==> config.mk <==
export PLATFORM = sky130hd
export DESIGN_NAME = rtc_time_counter_flat
export DESIGN_NICKNAME = d
export VERILOG_FILES = /design/src/rtl/rtc_pkg.sv /design/src/rtl/rtc_time_counter_if.sv /design/src/rtl/rtc_time_counter_bcd_mod_counter.sv /design/src/rtl/rtc_time_counter.sv /design/src/flat_wrapper.sv
export SDC_FILE = /design/constraint.sdc
export NUM_CORES = 1
export LEC_CHECK = 0
export CORE_MARGIN = 5
export CORE_UTILIZATION = 47
export DETAILED_ROUTE_END_ITERATION = 10
export PLACE_DENSITY = 0.76
export SLEW_MARGIN = 20
export SYNTH_ARGS = -nofsm -noshare
export SYNTH_HDL_FRONTEND = slang
export SYNTH_SLANG_ARGS = --single-unit
==> constraint.sdc <==
create_clock -name clk -period 2.5 [get_ports clk]
set_clock_uncertainty 0.2 [all_clocks]
set_input_delay 0.5 -clock clk [delete_from_list [all_inputs] [get_ports clk]]
set_output_delay 0.5 -clock clk [all_outputs]
set_load 0.01 [all_outputs]
==> src/rtl/rtc_pkg.sv <==
`default_nettype none
// ============================================================================
// Module  : rtc_pkg
// Brief   : Shared BCD types, limits and legality helper for the RTC block.
// Revision: 1.0
// ============================================================================
package rtc_pkg;

    typedef logic [7:0] bcd_t;

    localparam bcd_t BCD_SEC_MAX = 8'h59;
    localparam bcd_t BCD_MIN_MAX = 8'h59;
    localparam bcd_t BCD_HR_MAX  = 8'h23;

    // Both nibbles must be decimal digits; once they are, byte order matches BCD order.
    function automatic logic bcd_legal(input bcd_t value, input bcd_t max);
        return (value[7:4] <= 4'd9) && (value[3:0] <= 4'd9) && (value <= max);
    endfunction

endpackage
`default_nettype wire

==> src/rtl/rtc_time_counter_if.sv <==
`default_nettype none
// ============================================================================
// Module  : rtc_time_counter_if
// Brief   : Tick, load request and time/event outputs of the RTC counter.
// Revision: 1.0
// ============================================================================
interface rtc_time_counter_if;
    import rtc_pkg::*;

    logic one_hz;
    logic run;
    logic set_valid;
    bcd_t set_hh;
    bcd_t set_mm;
    bcd_t set_ss;
    bcd_t hh;
    bcd_t mm;
    bcd_t ss;
    logic set_ack;
    logic set_err;
    logic sec_pulse;
    logic day_pulse;

    modport master (
        output one_hz, run, set_valid, set_hh, set_mm, set_ss,
        input  hh, mm, ss, set_ack, set_err, sec_pulse, day_pulse
    );

    modport slave (
        input  one_hz, run, set_valid, set_hh, set_mm, set_ss,
        output hh, mm, ss, set_ack, set_err, sec_pulse, day_pulse
    );

endinterface
`default_nettype wire

==> src/rtl/rtc_time_counter_bcd_mod_counter.sv <==
`default_nettype none
// ============================================================================
// Module  : bcd_mod_counter
// Brief   : Two-digit BCD counter wrapping at MAX, with synchronous load.
// Revision: 1.0
// ============================================================================
module bcd_mod_counter
    import rtc_pkg::*;
#(
    parameter bcd_t MAX       = 8'h59,
    parameter bcd_t RESET_VAL = 8'h00
) (
    input  wire logic clk,
    input  wire logic rst_n,
    input  wire logic inc,
    input  wire logic load,
    input  wire bcd_t load_val,
    output bcd_t      value,
    output logic      carry
);

    bcd_t value_d;
    bcd_t value_q;

    always_comb begin
        value_d = value_q;
        if (load) begin
            value_d = load_val;
        end else if (inc) begin
            if (value_q == MAX) begin
                value_d = 8'h00;
            end else if (value_q[3:0] == 4'd9) begin
                value_d = {value_q[7:4] + 4'd1, 4'd0};
            end else begin
                value_d = {value_q[7:4], value_q[3:0] + 4'd1};
            end
        end
    end

    always_ff @(posedge clk or negedge rst_n) begin
        if (!rst_n) begin
            value_q <= RESET_VAL;
        end else begin
            value_q <= value_d;
        end
    end

    assign value = value_q;
    assign carry = inc && (value_q == MAX);

endmodule
`default_nettype wire

==> src/rtl/rtc_time_counter.sv <==
`default_nettype none
// ============================================================================
// Module  : rtc_time_counter
// Brief   : BCD 24-hour HH:MM:SS counter with validated load and event pulses.
// Revision: 1.0
// ============================================================================
module rtc_time_counter
    import rtc_pkg::*;
#(
    parameter bcd_t INIT_HH = 8'h00,
    parameter bcd_t INIT_MM = 8'h00,
    parameter bcd_t INIT_SS = 8'h00
) (
    input  wire logic          clk,
    input  wire logic          rst_n,
    rtc_time_counter_if.slave  bus
);

    logic w_set_legal;
    logic w_load_ok;
    logic w_advance;
    logic w_ss_carry;
    logic w_mm_carry;
    logic w_hh_carry;

    logic set_ack_d,   set_ack_q;
    logic set_err_d,   set_err_q;
    logic sec_pulse_d, sec_pulse_q;
    logic day_pulse_d, day_pulse_q;

    assign w_set_legal = bcd_legal(bus.set_ss, BCD_SEC_MAX)
                      && bcd_legal(bus.set_mm, BCD_MIN_MAX)
                      && bcd_legal(bus.set_hh, BCD_HR_MAX);
    assign w_load_ok   = bus.set_valid && w_set_legal;
    // An accepted load swallows a coincident tick; a rejected one does not.
    assign w_advance   = bus.one_hz && bus.run && !w_load_ok;

    bcd_mod_counter #(.MAX(BCD_SEC_MAX), .RESET_VAL(INIT_SS)) u_ss (
        .clk      (clk),
        .rst_n    (rst_n),
        .inc      (w_advance),
        .load     (w_load_ok),
        .load_val (bus.set_ss),
        .value    (bus.ss),
        .carry    (w_ss_carry)
    );

    bcd_mod_counter #(.MAX(BCD_MIN_MAX), .RESET_VAL(INIT_MM)) u_mm (
        .clk      (clk),
        .rst_n    (rst_n),
        .inc      (w_ss_carry),
        .load     (w_load_ok),
        .load_val (bus.set_mm),
        .value    (bus.mm),
        .carry    (w_mm_carry)
    );

    bcd_mod_counter #(.MAX(BCD_HR_MAX), .RESET_VAL(INIT_HH)) u_hh (
        .clk      (clk),
        .rst_n    (rst_n),
        .inc      (w_mm_carry),
        .load     (w_load_ok),
        .load_val (bus.set_hh),
        .value    (bus.hh),
        .carry    (w_hh_carry)
    );

    always_comb begin
        set_ack_d   = w_load_ok;
        set_err_d   = bus.set_valid && !w_set_legal;
        sec_pulse_d = w_advance;
        day_pulse_d = w_hh_carry;
    end

    always_ff @(posedge clk or negedge rst_n) begin
        if (!rst_n) begin
            set_ack_q   <= 1'b0;
            set_err_q   <= 1'b0;
            sec_pulse_q <= 1'b0;
            day_pulse_q <= 1'b0;
        end else begin
            set_ack_q   <= set_ack_d;
            set_err_q   <= set_err_d;
            sec_pulse_q <= sec_pulse_d;
            day_pulse_q <= day_pulse_d;
        end
    end

    assign bus.set_ack   = set_ack_q;
    assign bus.set_err   = set_err_q;
    assign bus.sec_pulse = sec_pulse_q;
    assign bus.day_pulse = day_pulse_q;

endmodule
`default_nettype wire

==> src/flat_wrapper.sv <==
// flat-port wrapper written by rule: the top's interface ports become plain ports
module rtc_time_counter_flat import rtc_pkg::*;
#(
    parameter bcd_t INIT_HH = 8'h00,
    parameter bcd_t INIT_MM = 8'h00,
    parameter bcd_t INIT_SS = 8'h00
)
  (clk, rst_n, bus_one_hz, bus_run, bus_set_valid, bus_set_hh, bus_set_mm, bus_set_ss, bus_hh, bus_mm, bus_ss, bus_set_ack, bus_set_err, bus_sec_pulse, bus_day_pulse);
  rtc_time_counter_if bus_i ();
  input  wire logic clk;
  input  wire logic rst_n;
  input wire logic [$bits(bus_i.one_hz)-1:0] bus_one_hz;
  input wire logic [$bits(bus_i.run)-1:0] bus_run;
  input wire logic [$bits(bus_i.set_valid)-1:0] bus_set_valid;
  input wire logic [$bits(bus_i.set_hh)-1:0] bus_set_hh;
  input wire logic [$bits(bus_i.set_mm)-1:0] bus_set_mm;
  input wire logic [$bits(bus_i.set_ss)-1:0] bus_set_ss;
  output wire logic [$bits(bus_i.hh)-1:0] bus_hh;
  output wire logic [$bits(bus_i.mm)-1:0] bus_mm;
  output wire logic [$bits(bus_i.ss)-1:0] bus_ss;
  output wire logic [$bits(bus_i.set_ack)-1:0] bus_set_ack;
  output wire logic [$bits(bus_i.set_err)-1:0] bus_set_err;
  output wire logic [$bits(bus_i.sec_pulse)-1:0] bus_sec_pulse;
  output wire logic [$bits(bus_i.day_pulse)-1:0] bus_day_pulse;
  assign bus_i.one_hz = bus_one_hz;
  assign bus_i.run = bus_run;
  assign bus_i.set_valid = bus_set_valid;
  assign bus_i.set_hh = bus_set_hh;
  assign bus_i.set_mm = bus_set_mm;
  assign bus_i.set_ss = bus_set_ss;
  assign bus_hh = bus_i.hh;
  assign bus_mm = bus_i.mm;
  assign bus_ss = bus_i.ss;
  assign bus_set_ack = bus_i.set_ack;
  assign bus_set_err = bus_i.set_err;
  assign bus_sec_pulse = bus_i.sec_pulse;
  assign bus_day_pulse = bus_i.day_pulse;
  rtc_time_counter #(.INIT_HH(INIT_HH), .INIT_MM(INIT_MM), .INIT_SS(INIT_SS)) u_core (.clk(clk), .rst_n(rst_n), .bus(bus_i));
endmodule
==> impl_results.md, run 1 <==
* Min-delay worst type: flip-flop to flip-flop
* Top_reg_cell synth: dfrtp_1
* Post-synth EDFFs at 0
* LEAKAGE at 1.109 nW
* Switch share at 32.18%
* Dpl cell area at 2586 um2
* Max FO, Critical Path at 11
* Hold endpoint: u_core.u_hh.value[7]
* Core Util, Final at 70.99%
* Die height at 72.69 um
* Worst hold start: u_core.u_hh.value[7]
* Count of different cell masters after synthesis at 44
* Final Cycle Share at 95.23%
* Longest Clk Path Bufs at 2
* Pins Over Slew Limit at 0
* Total global routing overflow at 0
* TritonRoute pass-1 iters at 4
* Post-layout min period at 2.381 ns
* DR iter-0 viols at 215
* Relative max-transition margin at 68.44%
* Syn Nets at 228
* Final Hold Viols at 0
* Antenna violations before repair at 0
* Fin nets at 300
* Crit path max-delay family: simple AND/OR/NAND/NOR gates
* Comb power frac at 38.7%
* Initial Util at 49.33%
* Sw Pwr at 0.5205 mW
* RSZ-0062 raised after global routing: false
* Clock Sinks at 28
* Routed wire per std cell at 16.55 um
* WHS Path Cells at 2
* DR DRC count at 0
* Post-DRT Antenna Nets at 0
* Crit path max-delay cell type: or4_4
* Crit path launch type: flip-flop
* Post-synthesis register bit count at 28
* Die width at 72.69 um
* Critical Path AT at 2.39 ns
* Total number of vias at 1853
* Global-route wire length before repair at 8.307 mm
* Post-route cell area at 2658 um2
* RD Place Congestion at 0.8882
* Syn Inst Count at 189
* CTS tree: yes
* Share of layout cells above drive strength 1 at 14.62%
* Total I/O pin count at 57
* Max Clock Freq at 420.0 MHz
* Hold buffers post-CTS at 0
* Final WL at 5.098 mm
* Fill count at 298
* R2r setup slk at 0.12 ns
* Design internal power at 1.097 mW
* Setup Crit Path Kind: flip-flop to flip-flop
* Row count at 22
* Peak VDD IR at 490.4 uV
* CTS root buf: clkbuf_8
* Vias in the first global route at 1735
* Routed vias/inst at 6.016
* Reg2reg path depth at 6
* Synth warn at 0
* Area of the core at 3744 um2
* RR Endpoint: u_core.u_hh.value[2]
* ANT cells at 0
* Async S/R FF share, synth at 100.0%
* GR Util All Layers at 19.62%
* Status: completed
* Flop pwr share at 38.4%
* Post-DP HPWL at 3.863 mm
* Worst-path cell chain: inv_1, ha_1, nand4b_1, or4_4, or4b_1, a31oi_1
* CTS buffer count at 3
* Port Buf Inserts at 56
* CP required at 2.51 ns
* Skew-Pair Late Insertion Delay at 0.28 ns
* Clock share of power at 22.9%
* Slew @ Worst Pin at 0.4691 ns
* Cts repair resizes at 0
* Launching point of the worst reg2reg path: u_core.u_ss.value[1]
* FF/Latch Area at 700.7 um2
* Synth-to-layout area growth at 43.90%
* Final setup fails at 0
* Pwr Density at 608.6 nW/um2
* Worst-path clk slew at 0.11 ns
* Area of the multi-input gates at 1076 um2
* H-Tree Depth at 1
* CP peak stage delay at 0.57 ns
* Critical Path Sink Type: flip-flop
* Overall Power at 1.617 mW
* Syn Area/Cell at 9.771 um2
* Mapped cell area at 1847 um2
* Postcts setup bufs at 0
* Maxcap violations at 0
* Setup_tns at 0 ns
* Worst path bufs/invs at 1
* Die area at 5283 um2
* Sequential cell area fraction in the yosys report at 37.94%
* Largest net degree at the start of global routing at 29
==> power by group through the flow <==
| stage | logic, mW | clock network, mW | registers [mW] |
|---|---|---|---|
| 6_report | 0.626 | 0.370 | 0.621 |
| 5_1_grt | 0.685 | 0.389 | 0.636 |
| 4_1_cts | 0.629 | 0.370 | 0.621 |
| 3_5_place_dp | 0.624 | 0 | 0.630 |
| 3_3_place_gp | 0.614 | 0 | 0.629 |
| 2_1_floorplan | 0.260 | 0 | 0.658 |
==> layout by cell type (no fill, tap or decap), types with 2 or more instances in the layout <==
cell type	instances
clkdlybuf4s50_1	56
dfrtp_1	28
buf_4	18
o21ai_0	16
nor4_1	10
mux2_2	10
nand4_1	10
ha_1	10
inv_1	9
nand2_1	7
a21oi_1	7
nor3_1	7
a31oi_1	7
nand3_1	6
nor2_1	5
and3b_1	5
mux2i_1	5
o31ai_1	4
nand4b_1	3
nand3b_1	3
o41ai_1	3
or3_1	3
or4_1	3
clkbuf_8	3
nand3b_4	2
==> state kept, by name, summed over array words and instances, names as in the netlist <==
signal,cells
u_core.bus.day_pulse,1
u_core.bus.set_err,1
u_core.u_ss.value,8
u_core.bus.set_ack,1
u_core.u_hh.value,8
u_core.u_mm.value,8
u_core.bus.sec_pulse,1
==> Yosys cell counts (all sizes together) (3+ instances only) <==
library cell   n  area, um2
nor2           5      18.77
nand2          7      26.28
buf            5      25.03
nand3          6      30.03
clkbuf         3      11.26
o21ai         16      80.08
o41ai          3      26.28
nand4b         3      26.28
a31oi          7      43.79
a21oi          7      35.03
nand4         10      62.56
mux2          10      112.6
and3b          5      43.79
or3            3      18.77
ha            10      125.1
o31ai          4      30.03
or4            4      33.78
nand3b         5      62.56
inv            9      33.78
mux2i          5      50.05
dfrtp         28      700.7
nor3           7      35.03
nor4          10      62.56
==> worst max path at each step <==
stage,cells after the start,start,slack [ns],to
6_report,6,u_core.u_ss.value[1],0.12,u_core.u_hh.value[2]
5_1_grt,6,u_core.u_ss.value[1],0.04,u_core.u_hh.value[2]
4_1_cts,6,u_core.u_ss.value[1],0.14,u_core.u_hh.value[2]
3_5_place_dp,5,bus_one_hz,-0.12,u_core.u_hh.value[2]
3_3_place_gp,5,bus_one_hz,-0.08,u_core.u_hh.value[2]
2_1_floorplan,7,u_core.u_ss.value[5],0.21,u_core.u_hh.value[5]
==> tightest hold or removal path, delay by kind of cell, from the launching register on <==
kind            cells  cell delay, ns
compound gates      2            0.14
flops               1            0.43
==> through the flow <==
step / cells / hold slack [ns] / setup slack (ns)
CTS: 308 / 0.3893 / 0.1372
finish: 308 / 0.3941 / 0.1193
global placement: 304 / 0.3677 / -0.08361
floorplan: 189 / 0.004409 / 0.2056
global route: 308 / 0.4173 / 0.03876
detailed placement: 304 / 0.3732 / -0.1199
==> cell families (layout without fill, tap and decap cells) <==
group                    Yosys count  after routing  synth area share (%)
AO/OA/AOI/OAI                     46             46                 16.26
multiplexers                      15             15                 8.808
AND/OR/NAND/NOR                   71             71                 25.48
buffers and inverters             17             88                 3.794
XOR/XNOR                           2              2                0.9487
adder cells (fa/ha/maj)           10             10                 6.775
flip-flops                        28             28                 37.94
==> per-layer routing <==
layer,vias to the layer above,global-route usage (%),routed length (um),part of all wire (%)
li1,886,-,-,-
met5,-,0,0,0
met2,61,30.16,2365,46
met4,0,3.893,49,0.96
met3,6,4.132,342,6.7
met1,900,28.40,2340,46
==> area by class of cell <==
class,count,share of cell area [%]
clock buffers,3,1.554
clock inverters,1,1.130
inverters,9,1.271
multi-input cells,144,40.49
flip-flops and latches,28,26.37
well taps,48,2.260
repair buffers,75,26.93
Power figures use the tool's default switching activity.
==> run 2: changes to the inputs <==
Settings changed: CELL_PAD_IN_SITES_DETAIL_PLACEMENT from default to 0, CELL_PAD_IN_SITES_GLOBAL_PLACEMENT from default to 2, CORE_UTILIZATION 47 to 28.
==> impl_results.md, run 2 (synthesized netlist as in run 1, its figures left out) <==
* Status: completed (unchanged)
* GR Util All Layers at 13.27% (was 19.62%)
* Worst hold start: u_core.u_ss.value[7] (was u_core.u_hh.value[7])
* Pwr Density at 591.2 nW/um2 (was 608.6 nW/um2)
* Fin Hold WS at 0.3832 ns (was 0.3941 ns)
* WHS Path Cells at 2 (unchanged)
* Post-DRT Antenna Nets at 0 (unchanged)
* Largest net degree at the start of global routing at 29 (unchanged)
* Row count at 29 (was 22)
* Clock Sinks at 28 (unchanged)
* TritonRoute pass-1 iters at 4 (unchanged)
* Global-route wire length before repair at 9.183 mm (was 8.307 mm)
* Worst-path clk slew at 0.11 ns (about the same)
* Crit path launch type: flip-flop (unchanged)
* Pins Over Slew Limit at 0 (unchanged)
* Skew-Pair Late Insertion Delay at 0.28 ns (about the same)
* Cts repair resizes at 0 (unchanged)
* Area of the core at 6386 um2 (was 3744 um2)
* RD Place Congestion at 0.7877 (was 0.8882)
* ANT cells at 0 (unchanged)
* Die width at 91.22 um (was 72.69 um)
* Port Buf Inserts at 56 (unchanged)
* Final setup fails at 0 (unchanged)
* H-Tree Depth at 1 (unchanged)
* RR Endpoint: u_core.u_hh.value[5] (was u_core.u_hh.value[2])
* Most frequent cells in the layout: clkdlybuf4s50_1 (56), dfrtp_1 (28), buf_4 (23) (was clkdlybuf4s50_1 (56), dfrtp_1 (28), buf_4 (18))
* R2r setup slk at 0.13 ns (was 0.12 ns)
* LEAKAGE at 1.133 nW (was 1.109 nW)
* CTS tree: yes (unchanged)
* Maxcap violations at 0 (unchanged)
* CP required at 2.51 ns (about the same)
* Comb power frac at 38.6% (was 38.7%)
* CTS buffer count at 3 (unchanged)
* Min-delay worst type: flip-flop to flip-flop (unchanged)
* Critical Path Sink Type: flip-flop (unchanged)
* Peak VDD IR at 307.4 uV (was 490.4 uV)
* FF/Latch Area at 700.7 um2 (unchanged)
* Design internal power at 1.099 mW (was 1.097 mW)
* Final Hold Viols at 0 (unchanged)
* Total number of vias at 1826 (was 1853)
* Relative max-transition margin at 69.45% (was 68.44%)
* Setup Crit Path Kind: flip-flop to flip-flop (unchanged)
* Flop pwr share at 38.3% (was 38.4%)
* Fin nets at 305 (was 300)
* RSZ-0062 raised after global routing: false (unchanged)
* Hold endpoint: u_core.u_ss.value[7] (was u_core.u_hh.value[7])
* Fill count at 630 (was 298)
* Post-layout min period at 2.365 ns (was 2.381 ns)
* Worst-path cell chain: inv_1, ha_1, nand3b_4, or4_4, buf_4, or3_1, a31oi_1 (was inv_1, ha_1, nand4b_1, or4_4, or4b_1, a31oi_1)
* Vias in the first global route at 1782 (was 1735)
* Die area at 8320 um2 (was 5283 um2)
* Initial Util at 28.92% (was 49.33%)
* Routed vias/inst at 5.339 (was 6.016)
* Hold buffers post-CTS at 0 (unchanged)
* Critical Path AT at 2.37 ns (was 2.39 ns)
* Max Clock Freq at 422.8 MHz (was 420.0 MHz)
* Area of the multi-input gates at 1076 um2 (unchanged)
* Crit path max-delay cell type: or4_4 (unchanged)
* Total global routing overflow at 0 (unchanged)
* Share of layout cells above drive strength 1 at 16.23% (was 14.62%)
* Worst path bufs/invs at 2 (was 1)
* Die height at 91.22 um (was 72.69 um)
* Sw Pwr at 0.5154 mW (was 0.5205 mW)
* Post-DP HPWL at 4.246 mm (was 3.863 mm)
* CTS root buf: clkbuf_8 (unchanged)
* Postcts setup bufs at 0 (unchanged)
* Longest Clk Path Bufs at 2 (unchanged)
* Launching point of the worst reg2reg path: u_core.u_mm.value[1] (was u_core.u_ss.value[1])
* Final Cycle Share at 94.61% (was 95.23%)
* Final WL at 5.548 mm (was 5.098 mm)
* Total I/O pin count at 57 (unchanged)
* DR iter-0 viols at 103 (was 215)
* Reg2reg path depth at 7 (was 6)
* DR DRC count at 0 (unchanged)
* Synth-to-layout area growth at 47.90% (was 43.90%)
* Crit path max-delay family: simple AND/OR/NAND/NOR gates (unchanged)
* Antenna violations before repair at 0 (unchanged)
* Overall Power at 1.615 mW (was 1.617 mW)
* Top Registers: u_core.u_hh.value (8), u_core.u_mm.value (8), u_core.u_ss.value (8) (unchanged)
* Max FO, Critical Path at 6 (was 11)
* CP peak stage delay at 0.57 ns (about the same)
* Routed wire per std cell at 16.22 um (was 16.55 um)
* Commonest non-fill, non-tap cell in the layout: clkdlybuf4s50_1 (unchanged)
* Switch share at 31.92% (was 32.18%)
* Clock share of power at 23.0% (was 22.9%)
* Slew @ Worst Pin at 0.4540 ns (was 0.4691 ns)
[run 2: changes by cell type in the layout (fill, tap and decap cells not counted), sizes merged]
cell	delta
buf	+5
[run 2: layout make-up]
type / instances / share of cell area, %
Clock buffer: 3 / 1.512
Clock inverter: 1 / 1.099
Inverter: 9 / 1.237
Multi-Input combinational cell: 144 / 39.40
Sequential cell: 28 / 25.65
Tap cell: 77 / 3.527
Timing Repair Buffer: 80 / 27.58
[run 2: power groups by stage]
stage / sequential [mW] / combinational (mW) / clock [mW]
after floorplan: 0.658 / 0.260 / 0
after global placement: 0.627 / 0.625 / 0
after detailed placement: 0.628 / 0.629 / 0
after CTS: 0.619 / 0.632 / 0.383
after global routing: 0.636 / 0.689 / 0.399
final: 0.619 / 0.624 / 0.372
[run 2: per-layer routing]
metal,routed length [um],vias to the layer above,track usage (%)
met5,0,-,0
met4,77,0,3.545
met3,280,6,1.570
met2,2510,59,20.61
met1,2680,870,19.46
li1,-,891,-
[run 2: how the worst max path moves through the flow]
stage                                       to  cells past startpoint  slack (ns)                  from
final                     u_core.u_hh.value[5]                      7        0.13  u_core.u_mm.value[1]
after global routing      u_core.u_hh.value[5]                      7        0.02  u_core.u_ss.value[1]
after CTS                 u_core.u_hh.value[5]                      7        0.13  u_core.u_mm.value[1]
after detailed placement  u_core.u_hh.value[5]                      6       -0.07            bus_one_hz
after global placement    u_core.u_hh.value[2]                      5       -0.05            bus_one_hz
after floorplan           u_core.u_hh.value[5]                      7        0.21  u_core.u_ss.value[5]
[run 2: per-stage QoR]
stage / setup TNS, ns / util [%] / setup WS [ns] / instances / area, um2
floorplan: 0 / - / 0.2056 / 189 / 1847
global placement: -0.09513 / 41.65 / -0.04549 / 338 / 2660
detailed placement: -0.2726 / 41.65 / -0.07220 / 338 / 2660
CTS: 0 / 42.77 / 0.1266 / 342 / 2731
global route: 0 / 42.77 / 0.01828 / 342 / 2731
finish: 0 / 42.77 / 0.1348 / 342 / 2731
[run 2: worst reg2reg max path, cell delays in order, from the launching register on]
cell	delay [ns]
dfrtp_1	0.45
inv_1	0.08
ha_1	0.21
nand3b_4	0.10
or4_4	0.57
buf_4	0.18
or3_1	0.34
a31oi_1	0.17
==> run 3: changes to the inputs <==
Settings changed: MAX_ROUTING_LAYER from default to met4, PLACE_DENSITY 0.76 to 0.75, SLEW_MARGIN 20 to default, SYNTH_HIERARCHICAL from default to 1.
==> impl_results.md, run 3 <==
* Core Util, Final at 44.90% (was 42.77%)
* Worst-path cell chain: clkdlybuf4s15_2, o32ai_4, a31oi_4, and4b_1, and2_4, and4b_1, and2_4, and4b_2, nor4b_4, a221o_1 (was inv_1, ha_1, nand3b_4, or4_4, buf_4, or3_1, a31oi_1)
* Total I/O pin count at 57 (unchanged)
* Post-synth EDFFs at 0 (unchanged)
* LEAKAGE at 1.372 nW (was 1.133 nW)
* Top_reg_cell synth: dfrtp_1 (unchanged)
* Setup_tns at -0.3210 ns (was 0 ns)
* Die width at 92.71 um (was 91.22 um)
* CTS buffer count at 3 (unchanged)
* CTS root buf: clkbuf_8 (unchanged)
* Fin Hold WS at 0.2159 ns (was 0.3832 ns)
* Pwr Density at 577.7 nW/um2 (was 591.2 nW/um2)
* DR iter-0 viols at 70 (was 103)
* Post-DP HPWL at 4.470 mm (was 4.246 mm)
* Die height at 92.71 um (was 91.22 um)
* Largest net degree at the start of global routing at 29 (unchanged)
* Failing checks: negative setup slack
* CP required at 2.48 ns (was 2.51 ns)
* Comb power frac at 44.9% (was 38.6%)
* Post-synthesis register bit count at 28 (unchanged)
* Sequential cell area fraction in the yosys report at 36.58% (was 37.94%)
* Global-route wire length before repair at 9.880 mm (was 9.183 mm)
* ANT cells at 0 (unchanged)
* Synth-to-layout area growth at 57.48% (was 47.90%)
* Final WS setup at -0.1259 ns (was 0.1348 ns)
* Share of layout cells above drive strength 1 at 31.96% (was 16.23%)
* Synth warn at 6 (was 0)
* Hold buffers post-CTS at 0 (unchanged)
* Switch share at 34.76% (was 31.92%)
* Commonest non-fill, non-tap cell in the layout: buf_4 (was clkdlybuf4s50_1)
* Most frequent cells in the layout: buf_4 (42), clkdlybuf4s50_1 (34), dfrtp_1 (28) (was clkdlybuf4s50_1 (56), dfrtp_1 (28), buf_4 (23))
* Status: complete, but fails checks (was completed)
* Antenna violations before repair at 0 (unchanged)
* Final Hold Viols at 0 (unchanged)
* Clock share of power at 17.5% (was 23.0%)
* Row count at 30 (was 29)
* Die area at 8595 um2 (was 8320 um2)
* Maxcap violations at 0 (unchanged)
* Area of the core at 6719 um2 (was 6386 um2)
* Peak VDD IR at 219.1 uV (was 307.4 uV)
* Fin nets at 333 (was 305)
* Setup Crit Path Kind: input port to flip-flop (was flip-flop to flip-flop)
* Routed vias/inst at 5.191 (was 5.339)
* Count leader, synth: dfrtp_1 (unchanged)
* Post-DRT Antenna Nets at 0 (unchanged)
* H-Tree Depth at 1 (unchanged)
* Crit path max-delay cell type: o32ai_4 (was or4_4)
* Max FO, Critical Path at 5 (was 6)
* Count of different cell masters after synthesis at 49 (was 44)
* Post-layout min period at 2.626 ns (was 2.365 ns)
* Design internal power at 1.137 mW (was 1.099 mW)
* CP peak stage delay at 0.36 ns (was 0.57 ns)
* Async S/R FF share, synth at 100.0% (unchanged)
* Syn Inst Count at 197 (was 189)
* Flop pwr share at 37.6% (was 38.3%)
* Relative max-transition margin at 69.17% (was 69.45%)
* Critical Path AT at 2.61 ns (was 2.37 ns)
* Pins Over Slew Limit at 0 (unchanged)
* Final WL at 6.029 mm (was 5.548 mm)
* DR DRC count at 0 (unchanged)
* Routed wire per std cell at 16.25 um (was 16.22 um)
* Top cells by count, synth: dfrtp_1 (28), a21oi_1 (17), o21ai_0 (16) (was dfrtp_1 (28), o21ai_0 (16))
* Vias in the first global route at 2010 (was 1782)
* Sw Pwr at 0.6058 mW (was 0.5154 mW)
* Critical Path Sink Type: flip-flop (unchanged)
* Final setup fails at 4 (was 0)
* Total global routing overflow at 0 (unchanged)
* Syn Area/Cell at 9.724 um2 (was 9.771 um2)
* RSZ-0062 raised after global routing: true (was false)
* Fill count at 662 (was 630)
* Worst-path clk slew at 0.11 ns (about the same)
* Skew-Pair Late Insertion Delay at 0.28 ns (about the same)
* FF/Latch Area at 700.7 um2 (unchanged)
* Initial Util at 28.51% (was 28.92%)
* Top cells by area, synth: dfrtp_1 (37%), ha_1 (7.8%), a21oi_1 (4.4%) (was dfrtp_1 (38%), ha_1 (6.8%), mux2_2 (6.1%))
* Longest Clk Path Bufs at 2 (unchanged)
* Placed instance count at 363 (was 338)
* GR Util All Layers at 14.57% (was 13.27%)
* TritonRoute pass-1 iters at 4 (unchanged)
* Max Clock Freq at 380.8 MHz (was 422.8 MHz)
* Slew @ Worst Pin at 0.4576 ns (was 0.4540 ns)
* RD Place Congestion at 0.7790 (was 0.7877)
* Final Cycle Share at 105.0% (was 94.61%)
* CTS tree: yes (unchanged)
* Area of the multi-input gates at 1286 um2 (was 1076 um2)
* Synth area leader: dfrtp_1 (unchanged)
* Mapped cell area at 1916 um2 (was 1847 um2)
* Synth top area share at 36.58% (was 37.94%)
* Final std cells w/o fill at 371 (was 342)
* Overall Power at 1.743 mW (was 1.615 mW)
* Setup Slack @ Placement at -0.9547 ns (was -0.07220 ns)
* Crit path launch type: input port (was flip-flop)
* Top Registers: u_core/u_hh/value (8), u_core/u_mm/value (8), u_core/u_ss/value (8) (was u_core.u_hh.value (8), u_core.u_mm.value (8), u_core.u_ss.value (8))
* Syn Nets at 238 (was 228)
* Port Buf Inserts at 56 (unchanged)
* Post-route cell area at 3017 um2 (was 2731 um2)
* Clock Sinks at 28 (unchanged)
* Dpl cell area at 2850 um2 (was 2660 um2)
* Min-delay worst type: input port to flip-flop (was flip-flop to flip-flop)
* Total number of vias at 1926 (was 1826)
==> run 3: cell count changes after synthesis, sizes merged, moves of 5 or more <==
cell / delta
nor2b: +8
a21oi: +10
a31oi: -6
mux2: -7
nand2: +5
nor2: -5
and4b: +6
a21boi: +6
nor4: -7
nand4: -8
==> run 3: worst max-delay path, delay by kind of cell <==
family / cells / cell delay [ns]
compound gates: 3 / 0.75
buf+inv: 1 / 0.21
simple gates: 6 / 1.15
==> run 3: what timing repair did <==
action | 4_1_cts | 5_1_grt
resized for setup | 87 | 15
buffers inserted | 2 | 3
pin swaps | 17 | 12
setup endpoints to repair | 17 | 7
==> run 3: kinds of logic after synthesis <==
| group | count (synthesis) | synth area share [%] |
|---|---|---|
| AOI/OAI and AO/OA | 67 | 23.84 |
| xor gates and xnor gates | 2 | 0.9146 |
| adders and majority gates | 12 | 7.838 |
| buffers and inverters | 18 | 3.723 |
| DFF | 28 | 36.58 |
| muxes | 7 | 3.854 |
| and+or+nand+nor | 63 | 23.25 |
==> run 3: final timing paths <==
kind | start | end | slack [ns] | depth (start not counted)
max in group asynchronous | rst_n | u_core/u_ss/value[5] | 1.42 | 2
min in group asynchronous | rst_n | u_core/u_ss/value[0] | 0.39 | 2
worst min register to register | u_core/u_mm/value[5] | u_core/u_mm/value[5] | 0.43 | 1
worst max-delay path | bus_set_hh[4] | u_core/u_hh/value[7] | -0.13 | 10
worst max register to register | u_core/u_ss/value[1] | u_core/u_hh/value[7] | 0.06 | 9
worst min-delay path | bus_set_hh[6] | u_core/u_hh/value[6] | 0.22 | 3
==> run 3: power groups by stage <==
stage                     Sequential, mW  Clock (mW)  Combinational, mW
final                              0.655       0.305              0.782
after global routing               0.674       0.334              0.849
after CTS                          0.656       0.318              0.783
after detailed placement           0.664           0              0.782
after global placement             0.667           0              0.776
after floorplan                    0.720           0              0.272
==> run 3: layer usage <==
metal	global-route usage [%]	vias to the layer above	wire (um)
met5	-	-	0
met4	5.372	0	35
met3	1.706	2	213
met2	23.81	40	2915
met1	18.59	944	2864
li1	-	940	-
==> run 3: layout make-up <==
type | instances | share of cell area, %
flip-flops and latches | 28 | 23.23
clock buffers | 4 | 1.825
multi-input cells | 151 | 42.64
inverters | 11 | 1.369
repair buffers | 97 | 27.62
well taps | 80 | 3.318
